<file path="src/rtl/shift_add_mult4_pkg.sv">
// Shared types and constants for the shift-add multiply unit.
// Imported by the control stage and the adder slice.
package shift_add_mult4_pkg;

  typedef enum logic [1:0] {
    ST_IDLE = 2'b00,
    ST_RUN  = 2'b01,
    ST_DONE = 2'b10
  } state_e;

  localparam int unsigned OP_W   = 4;
  localparam int unsigned PROD_W = 2 * OP_W;

  localparam logic [1:0] LAST_ITER = 2'd3;

endpackage

</file>
<file path="src/rtl/shift_add_mult4_rca4.sv">
// Combinational 4-bit ripple-carry adder.
// Built from four full-adder slices chained on carry.
module rca4 (
  input  logic [3:0] a_i,
  input  logic [3:0] b_i,
  input  logic       cin_i,
  output logic [3:0] sum_o,
  output logic       cout_o
);

  logic [4:0] c;

  assign c[0] = cin_i;

  for (genvar i = 0; i < 4; i++) begin : g_fa
    assign sum_o[i] = a_i[i] ^ b_i[i] ^ c[i];
    assign c[i+1]   = (a_i[i] & b_i[i])
                    | (c[i] & (a_i[i] ^ b_i[i]));
  end

  assign cout_o = c[4];

endmodule

</file>
<file path="src/rtl/shift_add_mult4.sv">
// Sequential 4x4 unsigned shift-add multiplier.
// One operand pair per start; 8-bit product with a done pulse.
module shift_add_mult4
  import shift_add_mult4_pkg::*;
(
  input  logic                clk,
  input  logic                rst,
  input  logic                start,
  input  logic [OP_W-1:0]     a,
  input  logic [OP_W-1:0]     b,
  output logic                busy,
  output logic                done,
  output logic [PROD_W-1:0]   product
);

  state_e              state_q;
  logic [OP_W-1:0]     m_q;
  logic [OP_W-1:0]     acc_q;
  logic [OP_W-1:0]     q_q;
  logic                c_q;
  logic [1:0]          cnt_q;
  logic [PROD_W-1:0]   prod_q;

  logic [OP_W-1:0]     sum;
  logic                cout;
  logic                c_d;
  logic [OP_W-1:0]     acc_d;
  logic [OP_W-1:0]     q_d;

  rca4 u_add (
    .a_i    (acc_q),
    .b_i    (m_q),
    .cin_i  (1'b0),
    .sum_o  (sum),
    .cout_o (cout)
  );

  // 9-bit right shift of {C,A,Q}; adder carry lands in A[3]
  always_comb begin
    c_d   = 1'b0;
    acc_d = acc_q;
    q_d   = q_q;
    if (q_q[0]) begin
      {c_d, acc_d, q_d} = {1'b0, cout, sum, q_q[3:1]};
    end else begin
      {c_d, acc_d, q_d} = {1'b0, c_q, acc_q, q_q[3:1]};
    end
  end

  always_ff @(posedge clk) begin
    if (rst) begin
      state_q <= ST_IDLE;
      m_q     <= '0;
      acc_q   <= '0;
      q_q     <= '0;
      c_q     <= 1'b0;
      cnt_q   <= '0;
      prod_q  <= '0;
    end else begin
      unique case (state_q)
        ST_IDLE: begin
          if (start) begin
            m_q     <= a;
            q_q     <= b;
            acc_q   <= '0;
            c_q     <= 1'b0;
            cnt_q   <= '0;
            state_q <= ST_RUN;
          end
        end
        ST_RUN: begin
          c_q   <= c_d;
          acc_q <= acc_d;
          q_q   <= q_d;
          cnt_q <= cnt_q + 2'd1;
          if (cnt_q == LAST_ITER) begin
            prod_q  <= {acc_d, q_d};
            state_q <= ST_DONE;
          end
        end
        ST_DONE: begin
          state_q <= ST_IDLE;
        end
        default: begin
          state_q <= ST_IDLE;
        end
      endcase
    end
  end

  assign busy    = (state_q == ST_RUN);
  assign done    = (state_q == ST_DONE);
  assign product = prod_q;

endmodule

</file>
<file path="config.mk">
export PLATFORM = sky130hd
export DESIGN_NAME = shift_add_mult4
export DESIGN_NICKNAME = d
export VERILOG_FILES = /design/src/rtl/shift_add_mult4_pkg.sv /design/src/rtl/shift_add_mult4_rca4.sv /design/src/rtl/shift_add_mult4.sv
export SDC_FILE = /design/constraint.sdc
export NUM_CORES = 1
export LEC_CHECK = 0
export BUFFER_PORTS_ARGS = -buffer_cell sky130_fd_sc_hd__buf_2
export CAP_MARGIN = 20
export CORE_MARGIN = 3
export CORE_UTILIZATION = 47
export DETAILED_ROUTE_END_ITERATION = 10
export HOLD_SLACK_MARGIN = 0.06
export PLACE_DENSITY = 0.8
export SLEW_MARGIN = 20
export SYNTH_ARGS = -nofsm -noshare
export SYNTH_HDL_FRONTEND = slang
export SYNTH_SLANG_ARGS = --single-unit
</file>
<file path="constraint.sdc">
create_clock -name clk -period 2.24 [get_ports clk]
set_input_delay 0.224 -clock clk [delete_from_list [all_inputs] [get_ports clk]]
set_output_delay 0.224 -clock clk [all_outputs]
set_load 0.05 [all_outputs]
</file>
==> results of run 1 <==
[per-layer routing]
metal  vias up  GRT usage (%)
li1        414              -
met1       380           20.9
met2        20           23.9
met3         4           3.66
met4         0           12.8
met5         -              0
[state kept, by name, indices dropped and copies added (netlist names)]
name,cells
acc_q,4
m_q,4
cnt_q,2
q_q,4
product,8
state_q,2
[worst max path at each step]
stage / start / slack (ns) / endpoint / depth (start not counted)
final: m_q[0] / 0.08 / product[6] / 7
after global routing: m_q[0] / 0.02 / product[6] / 7
after floorplan: m_q[0] / 0.07 / acc_q[2] / 7
after CTS: m_q[0] / 0.04 / product[6] / 7
after detailed placement: m_q[0] / -0.02 / product[6] / 7
after global placement: m_q[0] / 0.02 / product[6] / 7
[cell families (layout without fill, tap and decap cells)]
logic type / Yosys count / in the layout / synth area share (%)
flops: 24 / 24 / 45.3
buf+inv: 10 / 30 / 5.31
mux: 9 / 9 / 8.73
fa+ha+maj: 5 / 5 / 8.02
compound gates: 21 / 21 / 14.4
simple gates: 38 / 38 / 18.3
[placed cells by master, fill, tap and decap left out, types with 3 or more instances in the layout]
cell type,count
a21oi_1,9
nand2_1,11
a22oi_1,3
inv_1,4
nor2_1,16
a221oi_1,3
clkbuf_4,3
buf_2,20
mux2i_1,7
dfxtp_1,23
[power breakdown]
part	total (W)	leakage, nW	internal (W)	switching [W]
sequential	0.000459	0.196	0.000442	0.0000169
clock	0.000180	0.0138	0.0000629	0.000117
combinational	0.0000821	0.304	0.0000348	0.0000473
[synthesized netlist by cell type (all sizes together)]
cell and count:
dfxtp 24, mux2i 7, nand3 1, o21ai 1, or3 1, and2b 1
inv 5, fa 3, and3b 1, nand3b 2, ha 2, nor3b 1
mux2 2, a211oi 2, nor3 2, clkbuf 2, o2bb2ai 1, nand2b 1
nor2b 1, nand2 11, a221oi 3, a22oi 3, buf 3, nor2 16
o21bai 1, a32oi 1, a21oi 9
[per-stage QoR]
stage	std cells	cell area [um2]	power (W)	setup TNS, ns	worst slack [ns]
floorplan	107	1060	0.000528	0	0.0666
global placement	151	1170	0.000548	0	0.0170
detailed placement	151	1170	0.000550	-0.0234	-0.0234
CTS	154	1200	0.000733	0	0.0417
global route	154	1210	0.000763	0	0.0205
finish	154	1210	0.000721	0	0.0841
[layout make-up]
type	count	area, um2	share of cell area (%)
clock buffer	3	22.5	1.87
timing repair buffer	22	115	9.54
tap	27	33.8	2.80
inverter	5	21.3	1.76
sequential	24	482	39.9
multi-input combinational	73	532	44.1
[worst reg2reg max path: cells and delay by family, from the launching register on]
family	cells	cell delay, ns
fa+ha+maj	4	1.33
flops	1	0.34
compound gates	1	0.19
buf+inv	1	0.15
mux	1	0.08
==> flow_metrics.tcl, run 1 <==
set metrics [dict create \
    dieArea_mm2 0.00286 \
    rows 16 \
    worst_r2r_endpoint "product[6]" \
    critPathTopFamily "adder cells" \
    clockRootBuffer "clkbuf_4" \
    hold_ws_ns 0.142 \
    avgSynthCellArea_um2 9.92 \
    grt_util_all_layers_pct 16.4 \
    cp-end-kind "register" \
    critPathMaxFanout 2 \
    overflow 0 \
    worst_pin_slew_ns 0.496 \
    clkLatencyLatePin_ns 0.31 \
    clock_sinks 24 \
    period_share_pct 96.2 \
    syn_inst 107 \
    timing.fmax_mhz 464 \
    antenna_cells 0 \
    finalWirelength_um 1940 \
    start_util_pct 52.0 \
    finalHoldViolCount 0 \
    cts_tree "built" \
    ff2ff_path_depth 7 \
    synth_area_leaders "dfxtp_1 (45%), mux2i_1 (6.6%), fa_1 (5.7%)" \
    grt_max_degree 26 \
    yosysSeqAreaShare_pct 45.3 \
    wl_met3_um 90 \
    cp_slowest_cell "fa_1" \
    grt_pass1_wl_um 3260 \
    routedWlPerCell_um 12.6 \
    io_pins 21 \
    drtPass1Iterations 6 \
    setup_violations 0 \
    finalClockSkew_ns 0.00378 \
    cts_hold_buf 0 \
    cpMostUsedCell "fa_2" \
    cts_resized 2 \
    irDropWorstVdd_mv 0.367 \
    syn-num-nets 123 \
    fin_nets 145 \
    power_density_mw_per_mm2 598 \
    drv_slew 0 \
    whs_path_depth 3 \
    synth_warnings 0 \
    dp_hpwl_um 1430 \
    port_buffers 20 \
    timing.final.crit_period_ns 2.16 \
    cp-start-kind "register" \
    yosys.area.top_type "dfxtp_1" \
    grt_pass1_vias 740 \
    vias_per_cell 5.31 \
    rsz0062_at_grt "false" \
    crit_path_cell_trace "ha_2 -> fa_2 -> fa_2 -> fa_1 -> mux2i_1 -> buf_4 -> a211oi_2" \
    htree_levels 1 \
    path_buf_inv 1 \
    ant_nets 0 \
    n_fill_cell 200 \
    antenna_found_initial 0 \
    drive_gt1_share_pct 29.9 \
    ys_seq_elements 24 \
    final_core_util_pct 59.1 \
    criticalPathCategory "register to register" \
    outcome "finished, final reports clean" \
    cts.path.max_buffers 2 \
    whs_endpoint "m_q[2]" \
    drv_cap 0 \
    netlist_area_mm2 0.00106 \
    r2r_slack_ns 0.08 \
    hold_path.class "input pin to register" \
    die_w_um 53.5 \
    drtIter0Drc 12 \
    wl_met2_um 947 \
    synth.top_cell.area_share_pct 45.3 \
    power.leakage_nw 0.514 \
    vias 818 \
    met1_length_um 853 \
    worstPathRequired_ns 2.48 \
    post_cts_buffers 0 \
    max_stage_delay_ns 0.48 \
    synth_cell_types 29 \
    cts_made_buffers 3 \
    hold_start "a[2]" \
    syn2layout_area_growth_pct 13.7 \
    gp_congestion 0.801 \
    core_area_mm2 0.00204 \
    topRoutingLayerUsed "met4" \
    cp.arrival_ns 2.40 \
    max_slew_margin_pct 66.9 \
    cts.clk_slew.worst_paths_ns 0.12 \
    r2r-start "m_q[0]" \
    die_h_um 53.5 \
    drcViolationCount 0 \
]
No activity file was read; power rests on OpenSTA's default activity.
==> run 2, diff against run 1 <==
--- a/config.mk
+++ b/config.mk
@@ -7,12 +7,11 @@
 export LEC_CHECK = 0
 export BUFFER_PORTS_ARGS = -buffer_cell sky130_fd_sc_hd__buf_2
 export CAP_MARGIN = 20
-export CORE_MARGIN = 3
 export CORE_UTILIZATION = 47
 export DETAILED_ROUTE_END_ITERATION = 10
 export HOLD_SLACK_MARGIN = 0.06
 export PLACE_DENSITY = 0.8
-export SLEW_MARGIN = 20
+export SLEW_MARGIN = 40
 export SYNTH_ARGS = -nofsm -noshare
 export SYNTH_HDL_FRONTEND = slang
 export SYNTH_SLANG_ARGS = --single-unit
==> run 2 against run 1 <==
  * Core utilization is the same
  * First-iteration DRC count shrank 67%
  * Count of clock-buffer cells in the layout is the same
  * Worst hold slack gained 0.0053 ns
  * Via count grew 0.73%
  * Power is essentially flat
  * Combinational power is essentially flat
  * Register-to-register slack lost 0.03 ns
  * Final area is the same
  * Critical path depth is the same
  * Fmax shrank 1.2%
  * Highest routed layer unchanged
==> flow_metrics.tcl, run 2 (synthesis gave the netlist of run 1 again) <==
set metrics [dict create \
    drtPass1Iterations 4 \
    cp-end-kind "register" \
    drv_slew 0 \
    fin_nets 145 \
    drcViolationCount 0 \
    drv_cap 0 \
    finalWirelength_um 1930 \
    worstPathRequired_ns 2.48 \
    dp_hpwl_um 1410 \
    timing.final.crit_period_ns 2.18 \
    final_common_cell "dfxtp_1" \
    criticalPathCategory "register to register" \
    clock_sinks 24 \
    cts_tree "built" \
    dieArea_mm2 0.00245 \
    setup_violations 0 \
    register_area_um2 482 \
    post_cts_buffers 0 \
    setup_slack_ns 0.0587 \
    multi_input_area_um2 532 \
    cts.clk_slew.worst_paths_ns 0.11 \
    grt_max_degree 26 \
    hold_ws_ns 0.147 \
    irDropWorstVdd_mv 0.511 \
    largest_register_ffs 8 \
    vias 824 \
    port_buffers 20 \
    ant_nets 0 \
    power_density_mw_per_mm2 598 \
    finalHoldViolCount 0 \
    overflow 0 \
    drtIter0Drc 4 \
    final_cell_mix "dfxtp_1 (23), buf_2 (20), nor2_1 (16), nand2_1 (11), a21oi_1 (9)" \
    rsz0062_at_grt "false" \
    syn2layout_area_growth_pct 13.7 \
    place_area_mm2 0.00117 \
    grt_pass1_wl_um 3470 \
    die_h_um 49.5 \
    rows 16 \
    antenna_cells 0 \
    grt_pass1_vias 806 \
    timing.fmax_mhz 458 \
    clockRootBuffer "clkbuf_4" \
    drive_gt1_share_pct 29.9 \
    vias_per_cell 5.35 \
    worst_pin_slew_ns 0.479 \
    die_w_um 49.5 \
    start_util_pct 52.0 \
    setup_tns_ns 0 \
    hold_path.class "input pin to register" \
    outcome "finished, final reports clean" \
    cts_made_buffers 3 \
    cts.path.max_buffers 2 \
    critPathMaxFanout 2 \
    grt_util_all_layers_pct 18.1 \
    power_w 0.000721 \
    antenna_found_initial 0 \
    io_pins 21 \
    routedWlPerCell_um 12.5 \
    clkLatencyLatePin_ns 0.31 \
    max_slew_margin_pct 68.1 \
    htree_levels 1 \
    cp.arrival_ns 2.42 \
    period_share_pct 97.4 \
    n_fill_cell 195 \
    cp-start-kind "register" \
    power.leakage_nw 0.514 \
    finalClockSkew_ns 0.00372 \
    stdcell_area_mm2 0.00121 \
    gp_congestion 0.801 \
    core_area_mm2 0.00204 \
    pre_cts_ws_ns -0.0235 \
]
==> run 2: what timing repair did <==
action                                  4_1_cts  5_1_grt
endpoints found under the setup margin        2        2
hold buffers                                  0        0
pin swaps                                     0        1
gates resized for setup                       3        1
hold endpoints to repair                      0        0
==> run 2: worst max-delay path, stage by stage (launching register included) <==
cell	delay (ns)
dfxtp_2	0.34
ha_2	0.18
fa_2	0.33
fa_2	0.34
fa_1	0.48
mux2i_1	0.09
buf_4	0.16
a211oi_2	0.19
==> run 2: where the power goes <==
group	internal, W	total (W)	switching, W
combinational	0.0000347	0.0000822	0.0000475
clock	0.0000628	0.000180	0.000117
sequential	0.000442	0.000459	0.0000169
total	0.000540	0.000721	0.000181
==> run 2: metal layers <==
layer | share of wire [%] | vias to the layer above | track usage (%)
met2 | 48 | 15 | 32.6
li1 | - | 411 | -
met5 | 0 | - | 0
met3 | 2.8 | 2 | 4.63
met1 | 48 | 396 | 21.9
met4 | 0.98 | 0 | 2.86
==> run 2: metrics by stage <==
| stage | utilization [%] | std cells |
|---|---|---|
| 2_1_floorplan | - | 107 |
| 3_3_place_gp | 57.5 | 151 |
| 3_5_place_dp | 57.5 | 151 |
| 4_1_cts | 58.9 | 154 |
| 5_1_grt | 59.1 | 154 |
| 6_report | 59.1 | 154 |
==> run 2: area by class of cell <==
type                       instances  share of cell area (%)
clock buffer                       3                    1.87
inverter                           5                    1.76
multi-input combinational         73                    44.1
sequential                        24                    39.9
tap                               27                    2.80
timing repair buffer              22                    9.54
==> run 2: path summary, 6_finish.rpt <==
check                    end  startpoint  cells after the start  slack, ns
hold reg to reg   product[1]  product[1]                      2       0.46
setup / recovery  product[6]      m_q[0]                      7       0.06
setup reg to reg  product[6]      m_q[0]                      7       0.06
hold / removal        m_q[3]        a[3]                      3       0.15
